$ cat src/rtl/rgmii_tx_if_if.sv
// GMII transmit bus between a MAC (master) and the RGMII transmit adapter (slave).
// The adapter paces the MAC through gmii_clk_en.
interface rgmii_tx_if_if;
   logic [7:0] gmii_txd;
   logic       gmii_tx_en;
   logic       gmii_tx_er;
   logic       gmii_clk_en;

   modport master (output gmii_txd, gmii_tx_en, gmii_tx_er, input gmii_clk_en);
   modport slave  (input gmii_txd, gmii_tx_en, gmii_tx_er, output gmii_clk_en);
endinterface

$ cat src/rtl/rgmii_tx_if.sv
// RGMII transmit adapter: turns the 8-bit GMII stream into registered rising/falling
// oddr input pairs. The adapter sends DDR at 1000 and one nibble per divided TXC period at 10/100.
module rgmii_tx_if (
   input  logic          clk,
   input  logic          rst,
   input  logic [1:0]    speed,
   rgmii_tx_if_if.slave  gmii,
   output logic [3:0]    txd_1,
   output logic [3:0]    txd_2,
   output logic          ctl_1,
   output logic          ctl_2,
   output logic          txc_1,
   output logic          txc_2
);
   typedef enum logic {PH_LO = 1'b0, PH_HI = 1'b1} phase_t;

   logic [1:0] speed_q;
   logic       run_q;
   logic [5:0] cnt_q, cnt_d;
   phase_t     phase_q, phase_d;
   logic [7:0] hold_q, hold_d;
   logic [3:0] txd_1_q, txd_1_d, txd_2_q, txd_2_d;
   logic       ctl_1_q, ctl_1_d, ctl_2_q, ctl_2_d;
   logic       txc_1_q, txc_1_d, txc_2_q, txc_2_d;
   logic       clk_en_q, clk_en_d;

   logic [5:0] last_cnt;
   logic       is_fast;
   logic       restart;

   always_comb begin
      last_cnt = 6'd0;
      case (speed)
         2'b01:   last_cnt = 6'd4;
         2'b00:   last_cnt = 6'd49;
         default: last_cnt = 6'd0;
      endcase
   end

   assign is_fast = speed[1];
   // The first cycle out of reset is treated like a speed change, so every mode starts from cnt=0.
   assign restart = !run_q || (speed != speed_q);

   always_comb begin
      cnt_d   = cnt_q;
      phase_d = phase_q;
      hold_d  = hold_q;
      txd_1_d = txd_1_q;
      txd_2_d = txd_2_q;
      ctl_1_d = ctl_1_q;
      ctl_2_d = ctl_2_q;
      txc_1_d = 1'b0;
      txc_2_d = 1'b0;

      if (restart) begin
         cnt_d   = 6'd0;
         phase_d = PH_LO;
         hold_d  = 8'd0;
         txd_1_d = 4'd0;
         txd_2_d = 4'd0;
         ctl_1_d = 1'b0;
         ctl_2_d = 1'b0;
      end else if (is_fast) begin
         cnt_d   = 6'd0;
         phase_d = PH_LO;
         txd_1_d = gmii.gmii_txd[3:0];
         txd_2_d = gmii.gmii_txd[7:4];
         ctl_1_d = gmii.gmii_tx_en;
         ctl_2_d = gmii.gmii_tx_en ^ gmii.gmii_tx_er;
      end else if (cnt_q == last_cnt) begin
         cnt_d = 6'd0;
         if (phase_q == PH_HI) begin
            hold_d  = gmii.gmii_txd;
            phase_d = PH_LO;
            txd_1_d = gmii.gmii_txd[3:0];
            txd_2_d = gmii.gmii_txd[3:0];
            ctl_1_d = gmii.gmii_tx_en;
            ctl_2_d = gmii.gmii_tx_en ^ gmii.gmii_tx_er;
         end else begin
            phase_d = PH_HI;
            txd_1_d = hold_q[7:4];
            txd_2_d = hold_q[7:4];
         end
      end else begin
         cnt_d = cnt_q + 6'd1;
      end

      // TXC is decoded from the next count so it rises together with the data change at cnt 0.
      if (is_fast) begin
         txc_1_d = 1'b1;
         txc_2_d = 1'b0;
      end else if (speed == 2'b01) begin
         txc_1_d = (cnt_d < 6'd3);
         txc_2_d = (cnt_d < 6'd2);
      end else begin
         txc_1_d = (cnt_d < 6'd25);
         txc_2_d = txc_1_d;
      end

      clk_en_d = is_fast || ((cnt_d == last_cnt) && (phase_d == PH_HI));
   end

   always_ff @(posedge clk) begin
      if (rst) begin
         speed_q  <= 2'b00;
         run_q    <= 1'b0;
         cnt_q    <= 6'd0;
         phase_q  <= PH_LO;
         hold_q   <= 8'd0;
         txd_1_q  <= 4'd0;
         txd_2_q  <= 4'd0;
         ctl_1_q  <= 1'b0;
         ctl_2_q  <= 1'b0;
         txc_1_q  <= 1'b0;
         txc_2_q  <= 1'b0;
         clk_en_q <= 1'b0;
      end else begin
         speed_q  <= speed;
         run_q    <= 1'b1;
         cnt_q    <= cnt_d;
         phase_q  <= phase_d;
         hold_q   <= hold_d;
         txd_1_q  <= txd_1_d;
         txd_2_q  <= txd_2_d;
         ctl_1_q  <= ctl_1_d;
         ctl_2_q  <= ctl_2_d;
         txc_1_q  <= txc_1_d;
         txc_2_q  <= txc_2_d;
         clk_en_q <= clk_en_d;
      end
   end

   assign gmii.gmii_clk_en = clk_en_q;
   assign txd_1 = txd_1_q;
   assign txd_2 = txd_2_q;
   assign ctl_1 = ctl_1_q;
   assign ctl_2 = ctl_2_q;
   assign txc_1 = txc_1_q;
   assign txc_2 = txc_2_q;
endmodule

$ cat src/flat_wrapper.sv
// flat-port wrapper written by rule: the top's interface ports become plain ports
module rgmii_tx_if_flat 
  (clk, rst, speed, txd_1, txd_2, ctl_1, ctl_2, txc_1, txc_2, gmii_gmii_txd, gmii_gmii_tx_en, gmii_gmii_tx_er, gmii_gmii_clk_en);
  rgmii_tx_if_if gmii_i ();
  input  logic clk;
  input  logic rst;
  input  logic [1:0] speed;
  output logic [3:0] txd_1;
  output logic [3:0] txd_2;
  output logic ctl_1;
  output logic ctl_2;
  output logic txc_1;
  output logic txc_2;
  input wire logic [$bits(gmii_i.gmii_txd)-1:0] gmii_gmii_txd;
  input wire logic [$bits(gmii_i.gmii_tx_en)-1:0] gmii_gmii_tx_en;
  input wire logic [$bits(gmii_i.gmii_tx_er)-1:0] gmii_gmii_tx_er;
  output wire logic [$bits(gmii_i.gmii_clk_en)-1:0] gmii_gmii_clk_en;
  assign gmii_i.gmii_txd = gmii_gmii_txd;
  assign gmii_i.gmii_tx_en = gmii_gmii_tx_en;
  assign gmii_i.gmii_tx_er = gmii_gmii_tx_er;
  assign gmii_gmii_clk_en = gmii_i.gmii_clk_en;
  rgmii_tx_if u_core (.clk(clk), .rst(rst), .speed(speed), .gmii(gmii_i), .txd_1(txd_1), .txd_2(txd_2), .ctl_1(ctl_1), .ctl_2(ctl_2), .txc_1(txc_1), .txc_2(txc_2));
endmodule
$ cat config.mk
export PLATFORM = sky130hd
export DESIGN_NAME = rgmii_tx_if_flat
export DESIGN_NICKNAME = d
export VERILOG_FILES = /design/src/rtl/rgmii_tx_if_if.sv /design/src/rtl/rgmii_tx_if.sv /design/src/flat_wrapper.sv
export SDC_FILE = /design/constraint.sdc
export NUM_CORES = 1
export LEC_CHECK = 0
export ABC_AREA = 1
export CELL_PAD_IN_SITES_DETAIL_PLACEMENT = 0
export CELL_PAD_IN_SITES_GLOBAL_PLACEMENT = 2
export CORE_ASPECT_RATIO = 0.75
export CORE_MARGIN = 2
export CORE_UTILIZATION = 25
export DETAILED_ROUTE_END_ITERATION = 8
export PLACE_DENSITY_LB_ADDON = 0.15
export SLEW_MARGIN = 5
export SYNTH_ARGS = -nofsm -noshare
export SYNTH_HDL_FRONTEND = slang
export SYNTH_SLANG_ARGS = --single-unit
$ cat constraint.sdc
create_clock -name clk -period 1.5 [get_ports clk]
set_input_delay 0.3 -clock clk [delete_from_list [all_inputs] [get_ports clk]]
set_output_delay 0.3 -clock clk [all_outputs]
set_load 0.005 [all_outputs]
==> qor.txt <==
Worst setup EP type -> flop
area delta synth->final -> 60.5%
final setup vio count -> 1
initial antenna violation count -> 0
global route total overflow -> 0
fin crit share -> 1.02
pins over their slew limit -> 0
Clock Skew -> 2.81 ps
die area -> 6000 um2
die height -> 67.6 um
Worst VDD drop -> 0.000384 V
Rel. slew slack -> 0.765
1st-pass router iterations -> 4
crit-path max FO -> 4
Antenna diodes -> 0
DRT antenna net count -> 0
dpl hpwl -> 2960 um
Setup WS post-layout -> -26.4 ps
Synth top area share -> 0.401
setup tns final -> -26.4 ps
shortest period the worst path allows -> 1530 ps
M1 GR Usage -> 0.193
initial core utilization -> 0.256
CTS tree -> done
Nets -> 268
Final Hold Fails -> 0
ranking of synthesized cells by area -> dfxtp_1 (40%), nand2_1 (15%), nor2_1 (6.7%)
Vias/cell -> 4.35
DRC -> 0
Worst-Margin Slew -> 352 ps
WL/cell -> 12.0 um
I/O Buffers -> 26
Startpoint Class -> flop
critical path arrival -> 1740 ps
failing checks -> setup timing
pwr/cell area -> 642 nW/um2
Bufs on Longest Clock Path -> 2
root buffer cell -> clkbuf_8
first-pass GRT wire length -> 6270 um
status -> finished, violations left
Ports -> 27
worst skew pair latency -> 270 ps
Req. time, crit path -> 1710 ps
synthesized area -> 1350 um2
Core Area -> 5270 um2
synthesized area per cell -> 6.88 um2
FMAX -> 655 MHz
CTS Buf Count -> 3
critical path class -> flop to flop
vias post-DR -> 1421
Routability Congestion -> 0.807
Die X -> 88.8 um
Seq cells post-synth -> 27
detailed router's first-iteration violation count -> 41
Yosys warning count -> 0
H-tree level count -> 1
LEAKAGE -> 0.865 nW
GR Util met2 -> 0.207
Seq/Total Area, Yosys -> 0.401
area leader, netlist -> dfxtp_1
Hold Crit Class -> input port to flop
Post-Syn Instances -> 196
num rows -> 23
largest net degree at the start of global routing -> 15
Max Cap Violations -> 0
total global-route track usage -> 0.136
CTS Sinks -> 27
Clock transition at path regs -> 90 ps
DP Worst Slack -> -600 ps
layer with the highest usage -> met2
unrepaired setup endpoints after global routing -> true
vias in the first global route -> 1348
Layout fillers -> 553
met3 Use GR -> 0.0355
Net Count, Synth -> 211
Total Wirelength -> 3930 um
Netlist cell types -> 27
share of cells above drive strength 1 -> 0.373
worst max-delay path, cell delays in order (launching register included):
cell     delay (ps)
dfxtp_4         380
ha_4            170
xnor2_1         230
nor2_4           80
buf_4           140
o21ai_2         120
inv_1            60
nor2_2          100
nand2_1          60
a21oi_2         130
layout by cell type, fill, tap and decap left out, types with 2 or more instances in the layout:
master,n
clkbuf_2,2
nor2_1,13
dfxtp_4,4
nand3_2,4
buf_6,4
nand3_1,7
a21oi_1,7
clkdlybuf4s50_1,24
o211ai_1,2
xnor2_1,2
o21ai_2,5
nor2_4,7
nor2_2,8
nand2_1,45
o21ai_0,4
a21oi_2,2
clkbuf_8,3
nand2_4,4
dfxtp_2,3
nand3_4,2
inv_2,6
nand2_2,10
buf_4,24
inv_1,17
nand4_1,4
a31oi_1,8
dfxtp_1,20
report_power, final:
| part | switching, mW | total, mW | internal [mW] |
|---|---|---|---|
| Sequential | 0.00653 | 0.729 | 0.723 |
| Clock | 0.233 | 0.423 | 0.191 |
| Combinational | 0.123 | 0.237 | 0.114 |
| Total | 0.362 | 1.39 | 1.03 |
layer usage:
metal	up-vias	wire [um]	share of wire
li1	751	-	-
met1	634	2070	0.53
met2	34	1660	0.42
met3	2	191	0.049
met4	0	10	0.0025
met5	-	0	0
cell families (layout without fill, tap and decap cells):
logic type               count (synthesis)  in the layout  synth area share
AO/OA/AOI/OAI                           34             34             0.153
XOR/XNOR                                 2              2            0.0130
adder cells (fa/ha/maj)                  1              1           0.00927
buffers and inverters                   27             83            0.0816
flip-flops                              27             27             0.401
AND/OR/NAND/NOR                        105            105             0.342
state kept, by name (all words and copies together) (netlist names):
register                 cells
u_core.txd_1                 4
u_core.txd_2                 4
u_core.ctl_1                 1
u_core.cnt_q                 6
u_core.txc_1                 1
u_core.hold_q                4
u_core.speed_q               2
u_core.txc_2                 1
u_core.ctl_2                 1
u_core.phase_q               1
u_core.run_q                 1
u_core.gmii.gmii_clk_en      1
path summary, 6_finish.rpt:
kind	from	endpoint	slack, ps	depth (start not counted)
worst max register to register	u_core.cnt_q[0]	u_core.txc_2	-30	9
worst min register to register	u_core.hold_q[5]	u_core.hold_q[5]	460	2
worst max-delay path	u_core.cnt_q[0]	u_core.txc_2	-30	9
worst min-delay path	speed[0]	u_core.speed_q[0]	440	4
cells in the mapped netlist, drive strengths merged:
| cell | number |
|---|---|
| o211ai | 2 |
| dfxtp | 27 |
| inv | 24 |
| nand4 | 4 |
| o21a | 1 |
| ha | 1 |
| nand3 | 13 |
| nor2 | 28 |
| xnor2 | 2 |
| buf | 2 |
| nor3 | 1 |
| a211oi | 1 |
| a31oi | 8 |
| a21boi | 1 |
| a21oi | 10 |
| clkbuf | 1 |
| nand2 | 59 |
| o21bai | 1 |
| o21ai | 10 |
repair_timing:
item,CTS,global route
gates resized for setup,31,47
pin swaps,8,14
hold buffers,0,0
endpoints found under the setup margin,23,20
buffers inserted,2,2
cloned,0,0
hold endpoints to repair,0,0
through the flow:
step,utilization,instance area [um2],hold slack (ps),std cells,power (mW)
after floorplan,-,1350,424,196,0.843
after global placement,0.355,1870,442,319,0.950
after detailed placement,0.355,1870,452,319,0.948
after CTS,0.384,2020,467,325,1.39
after global routing,0.411,2160,445,327,1.45
final,0.411,2160,440,327,1.39
area by class of cell:
type                            instances  area (um2)  share of cell area
Timing Repair Buffer                   55         495               0.229
Multi-Input combinational cell        142         878               0.406
Inverter                               24        92.6              0.0428
Tap cell                               75        93.8              0.0434
Sequential cell                        27         559               0.258
Clock buffer                            4        45.0              0.0208
(Power assumes the default switching activity.)
